**src/rtl/ew_fifo_pkg.sv**
```systemverilog
// Shared types and helpers for the read side of the RAM-backed synchronous FIFO.
package ew_fifo_pkg;

    localparam int STAGE_DEPTH = 2;

    typedef enum logic [1:0] {
        S_EMPTY = 2'd0,
        S_ONE   = 2'd1,
        S_TWO   = 2'd2
    } stage_state_t;

    // Distance from b forward to a, with pointers carrying one wrap bit above the address.
    function automatic int unsigned ptr_diff(input int unsigned a,
                                             input int unsigned b,
                                             input int unsigned depth);
        return (a + 2 * depth - b) % (2 * depth);
    endfunction

endpackage

```
**src/rtl/ew_skid_buf2.sv**
```systemverilog
// Two-entry registered output stage; entry 0 is always the head presented downstream.
module ew_skid_buf2
    import ew_fifo_pkg::*;
#(
    parameter int DATA_WIDTH = 32
) (
    input  logic                  clk,
    input  logic                  rst,
    input  logic                  flush,
    input  logic                  push,
    input  logic [DATA_WIDTH-1:0] push_data,
    input  logic                  pop,
    output logic [DATA_WIDTH-1:0] head_data,
    output logic                  head_valid,
    output logic [1:0]            count
);

    stage_state_t          state_q, state_d;
    logic [DATA_WIDTH-1:0] ent0_p0, ent1_p1;
    logic                  ld0, ld0_from1, ld1;

    always_ff @(posedge clk or posedge rst) begin
        if (rst) begin
            state_q <= S_EMPTY;
        end else begin
            state_q <= state_d;
        end
    end

    always_comb begin
        state_d   = state_q;
        ld0       = 1'b0;
        ld0_from1 = 1'b0;
        ld1       = 1'b0;
        if (flush) begin
            state_d = S_EMPTY;
        end else begin
            case (state_q)
                S_EMPTY: begin
                    if (push) begin
                        state_d = S_ONE;
                        ld0     = 1'b1;
                    end
                end
                S_ONE: begin
                    if (push && pop) begin
                        ld0 = 1'b1;
                    end else if (push) begin
                        state_d = S_TWO;
                        ld1     = 1'b1;
                    end else if (pop) begin
                        state_d = S_EMPTY;
                    end
                end
                // Full: the producer is held off, so only a pop can change anything.
                S_TWO: begin
                    if (pop) begin
                        state_d   = S_ONE;
                        ld0       = 1'b1;
                        ld0_from1 = 1'b1;
                    end
                end
                default: state_d = S_EMPTY;
            endcase
        end
    end

    // Stage boundary: entry registers
    always_ff @(posedge clk or posedge rst) begin
        if (rst) begin
            ent0_p0 <= '0;
            ent1_p1 <= '0;
        end else begin
            if (ld0) ent0_p0 <= ld0_from1 ? ent1_p1 : push_data;
            if (ld1) ent1_p1 <= push_data;
        end
    end

    always_comb begin
        count = 2'd0;
        case (state_q)
            S_ONE:   count = 2'd1;
            S_TWO:   count = 2'd2;
            default: count = 2'd0;
        endcase
    end

    assign head_data  = ent0_p0;
    assign head_valid = (state_q != S_EMPTY);

endmodule

```
**src/rtl/ew_ram_rd_ctrl.sv**
```systemverilog
// Read-side controller for the async-read DFF RAM: drains committed words into a
// registered valid/ready stream and returns the read pointer to the write side.
module ew_ram_rd_ctrl
    import ew_fifo_pkg::*;
#(
    parameter int  DATA_WIDTH = 32,
    parameter int  RAM_DEPTH  = 8,
    localparam int ADDR_WIDTH = $clog2(RAM_DEPTH)
) (
    input  logic                  clk,
    input  logic                  rst,
    input  logic [ADDR_WIDTH:0]   wr_ptr,
    input  logic                  flush,
    output logic [ADDR_WIDTH:0]   rd_ptr,
    output logic [ADDR_WIDTH-1:0] ram_rd_addr,
    input  logic [DATA_WIDTH-1:0] ram_rd_data,
    output logic                  m_valid,
    input  logic                  m_ready,
    output logic [DATA_WIDTH-1:0] m_data,
    output logic                  empty,
    output logic [ADDR_WIDTH+1:0] level
);

    localparam int PTR_W = ADDR_WIDTH + 1;
    localparam int LVL_W = ADDR_WIDTH + 2;

    logic       ram_avail;
    logic       fetch;
    logic       pop;
    logic [1:0] stage_cnt;

    assign ram_avail = (rd_ptr != wr_ptr);
    // Fetch is independent of m_ready so the RAM address never depends on the consumer.
    assign fetch     = ram_avail && (stage_cnt != 2'(STAGE_DEPTH)) && !flush;
    assign pop       = m_valid && m_ready;

    // Stage boundary: read pointer
    always_ff @(posedge clk or posedge rst) begin
        if (rst) begin
            rd_ptr <= '0;
        end else if (flush) begin
            rd_ptr <= wr_ptr;
        end else if (fetch) begin
            rd_ptr <= rd_ptr + PTR_W'(1);
        end
    end

    assign ram_rd_addr = rd_ptr[ADDR_WIDTH-1:0];

    ew_skid_buf2 #(
        .DATA_WIDTH (DATA_WIDTH)
    ) u_stage (
        .clk        (clk),
        .rst        (rst),
        .flush      (flush),
        .push       (fetch),
        .push_data  (ram_rd_data),
        .pop        (pop),
        .head_data  (m_data),
        .head_valid (m_valid),
        .count      (stage_cnt)
    );

    assign empty = ~m_valid;
    assign level = LVL_W'(ptr_diff(32'(wr_ptr), 32'(rd_ptr), RAM_DEPTH) + 32'(stage_cnt));

    a_wr_not_overrun: assert property (@(posedge clk) disable iff (rst)
        ptr_diff(32'(wr_ptr), 32'(rd_ptr), RAM_DEPTH) <= RAM_DEPTH);

endmodule

```
**config.mk**
```make
export PLATFORM = sky130hd
export DESIGN_NAME = ew_ram_rd_ctrl
export DESIGN_NICKNAME = d
export VERILOG_FILES = /design/src/rtl/ew_fifo_pkg.sv /design/src/rtl/ew_skid_buf2.sv /design/src/rtl/ew_ram_rd_ctrl.sv
export SDC_FILE = /design/constraint.sdc
export NUM_CORES = 1
export LEC_CHECK = 0
export ABC_CLOCK_PERIOD_IN_PS = 5300
export BUFFER_PORTS_ARGS = -buffer_cell sky130_fd_sc_hd__buf_2
export CORE_UTILIZATION = 56
export CTS_CLUSTER_DIAMETER = 50
export DETAILED_ROUTE_END_ITERATION = 7
export MAX_ROUTING_LAYER = met4
export PLACE_DENSITY_LB_ADDON = 0.08
export SLEW_MARGIN = 0
export SYNTH_ARGS = -nofsm -noshare
export SYNTH_HDL_FRONTEND = slang
export SYNTH_SLANG_ARGS = --single-unit
```
**constraint.sdc**
```tcl
create_clock -name clk -period 5.3 [get_ports clk]
set_clock_uncertainty 0.1 [all_clocks]
set_input_delay 0 -clock clk [delete_from_list [all_inputs] [get_ports clk]]
set_output_delay 0 -clock clk [all_outputs]
set_load 0.01 [all_outputs]
```
==> out/metrics.cfg <==
[run_status]
status=complete, no violations

[drt]
dr.pass1.iters=4
routed_via_density=5.25
wirelength_mm=7.25
drcViolationCount=0
drt_iter0_markers=141
drtAntennaViolNets=0
wl_per_cell_um=14.1
num_vias=2697

[worst_setup_path]
startpoint_type=register
crit_path_end_kind=register
cp.arrival_ps=2620
cp_data_required_time_ps=5420
critPathKind=register to register
critPathMaxFanout=6

[final_layout]
final_common_cell=buf_2
postLayoutCoreUtil=0.784
final_cell_mix=buf_2, dfrtp_1, nand2_1
syn_to_final_growth_pct=33.6
n_fill_cell=392
regArea_sq_um=1750
n_antenna_cell=0
multiInputGateArea_sq_um=1360
drive_gt1_frac=0.310
layout.nets=485

[global_route]
grt_max_degree=71
antenna_found_initial=0
top_usage_layer=met2
grt_pass1_vias=2676
grt_overflow=0
use_met3=0.0674
grtUsageMet1=0.329
grt_pass1_wl_mm=12.3
use_met2=0.438
gr-usage-all-layers=0.268

[clocking]
postCtsSetupRepairBufs=0
cts_buffer_depth=2
clk_pin_slew_worst_paths_ps=80
cts_hold_buf=44
cts-buffers-inserted=9
cts_tree=yes
root_buffer=clkbuf_8
cts-htree-levels=3
cts_sinks=70
clk_latency_ps=340
cts_resized=0

[sta]
hold_viol_final=0
fin_tns_setup_ps=0
maxSlewHeadroom=0.289
period_needed_ps=2500
period_share=0.471
slew_violations=0
worst_slew_pin_slew_ps=1070
fmax_ghz=0.400
grt_setup_unrepaired=no
finalSetupViolations=0

[die]
fp.dieW_um=78.2
placeableCoreArea_sq_um=5540
die_h_um=78.2
row_count=27
initial_core_util=0.587
ios=86
die-area_sq_um=6110

[synth]
yosysWarnings=0
syn_nets=362
synth_area_leader_cell=dfrtp_1
synthesis.instances=314
yosys-top-cells-area=dfrtp_1, mux2_2, nand2_1
synth.cell_area_sq_um=3250
avgSynthCellArea_sq_um=10.4
synth-edff-count=0
ys_seq_area_frac=0.539
synth-async-reset-ratio=1.00
synthDistinctLibCells=34
synth_ff_type=dfrtp_1
ys_seq_elements=70
synth_top_area_frac=0.539

[power_and_ir_drop]
leakagePower_nw=2.10
peakVddDrop_v=0.000315
power.density_nw_per_um2=420
power_mw=1.82

[flow_run]
maxCapViolCount=0

[place]
gp_congestion=0.772
dpl.hpwl_mm=4.24
port_buffers=85

[min_path]
hp-class=input port to register

-- sequential cells by signal (all words and copies together), names as in the netlist --
name and cells:
u_stage.head_data 32, rd_ptr 4, u_stage.ent1_p1 32, u_stage.state_q 2
-- area by class of cell --
type	count	area share
timing repair buffer	132	0.205
clock inverter	5	0.0187
tap	72	0.0207
sequential	70	0.403
inverter	9	0.00778
multi-input combinational	215	0.312
clock buffer	11	0.0326
-- worst max-delay path, stage by stage, from the launching register on --
cell and delay, ps:
dfrtp_1 440, inv_1 110, ha_1 290, nand3_1 140, o21ai_0 450, xor2_1 180, o21ai_0 90, dlygate4sd3_1 570
-- synthesized netlist by cell type (all sizes together), types with 2 or more instances --
master / number
inv: 9
ha: 6
fa: 2
dfrtp: 70
nand3: 4
nor2b: 4
clkbuf: 11
mux2: 32
nand2: 69
buf: 9
nor2: 34
a21oi: 2
xor2: 2
nand2b: 2
o21ai: 5
xnor2: 6
a31oi: 33
o211ai: 2
-- per-stage QoR --
| stage | area (sq um) | cells | worst slack [ps] | hold WS, ps |
|---|---|---|---|---|
| CTS | 4340 | 514 | 2830 | 317 |
| global route | 4340 | 514 | 2610 | 328 |
| finish | 4340 | 514 | 2800 | 335 |
| global placement | 3680 | 454 | 2960 | 102 |
| detailed placement | 3680 | 454 | 2880 | 106 |
| floorplan | 3250 | 314 | 3080 | -33.2 |
-- final timing paths --
kind / startpoint / endpoint / slack, ps / cells after the start
worst max-delay path: rd_ptr[1] / rd_ptr[0] / 2800 / 7
worst min-delay path: ram_rd_data[5] / u_stage.ent1_p1[5] / 340 / 3
worst max register to register: rd_ptr[1] / rd_ptr[0] / 2800 / 7
worst min register to register: u_stage.ent1_p1[9] / u_stage.ent1_p1[9] / 400 / 1
max in group asynchronous: rst / u_stage.head_data[2] / 4140 / 4
min in group asynchronous: rst / u_stage.head_data[16] / 390 / 4
-- where the power goes --
group	total, mW	internal, mW	switching [mW]
sequential	0.810	0.711	0.0991
clock	0.482	0.279	0.203
combinational	0.532	0.271	0.261
-- routing by layer --
| metal | vias up | part of all wire |
|---|---|---|
| met5 | - | 0 |
| met4 | 0 | 0.011 |
| met3 | 6 | 0.046 |
| met2 | 80 | 0.51 |
| met1 | 1301 | 0.44 |
| li1 | 1310 | - |
-- kinds of logic (layout without fill, tap and decap cells) --
family,after synthesis,in the layout,share of synthesized area
flip-flops,70,70,0.539
multiplexers,32,32,0.111
AO/OA/AOI/OAI,45,45,0.0874
AND/OR/NAND/NOR,122,122,0.161
adder cells (fa/ha/maj),8,8,0.0354
buffers and inverters,29,157,0.0446
XOR/XNOR,8,8,0.0216
Power figures use the tool's default switching activity.
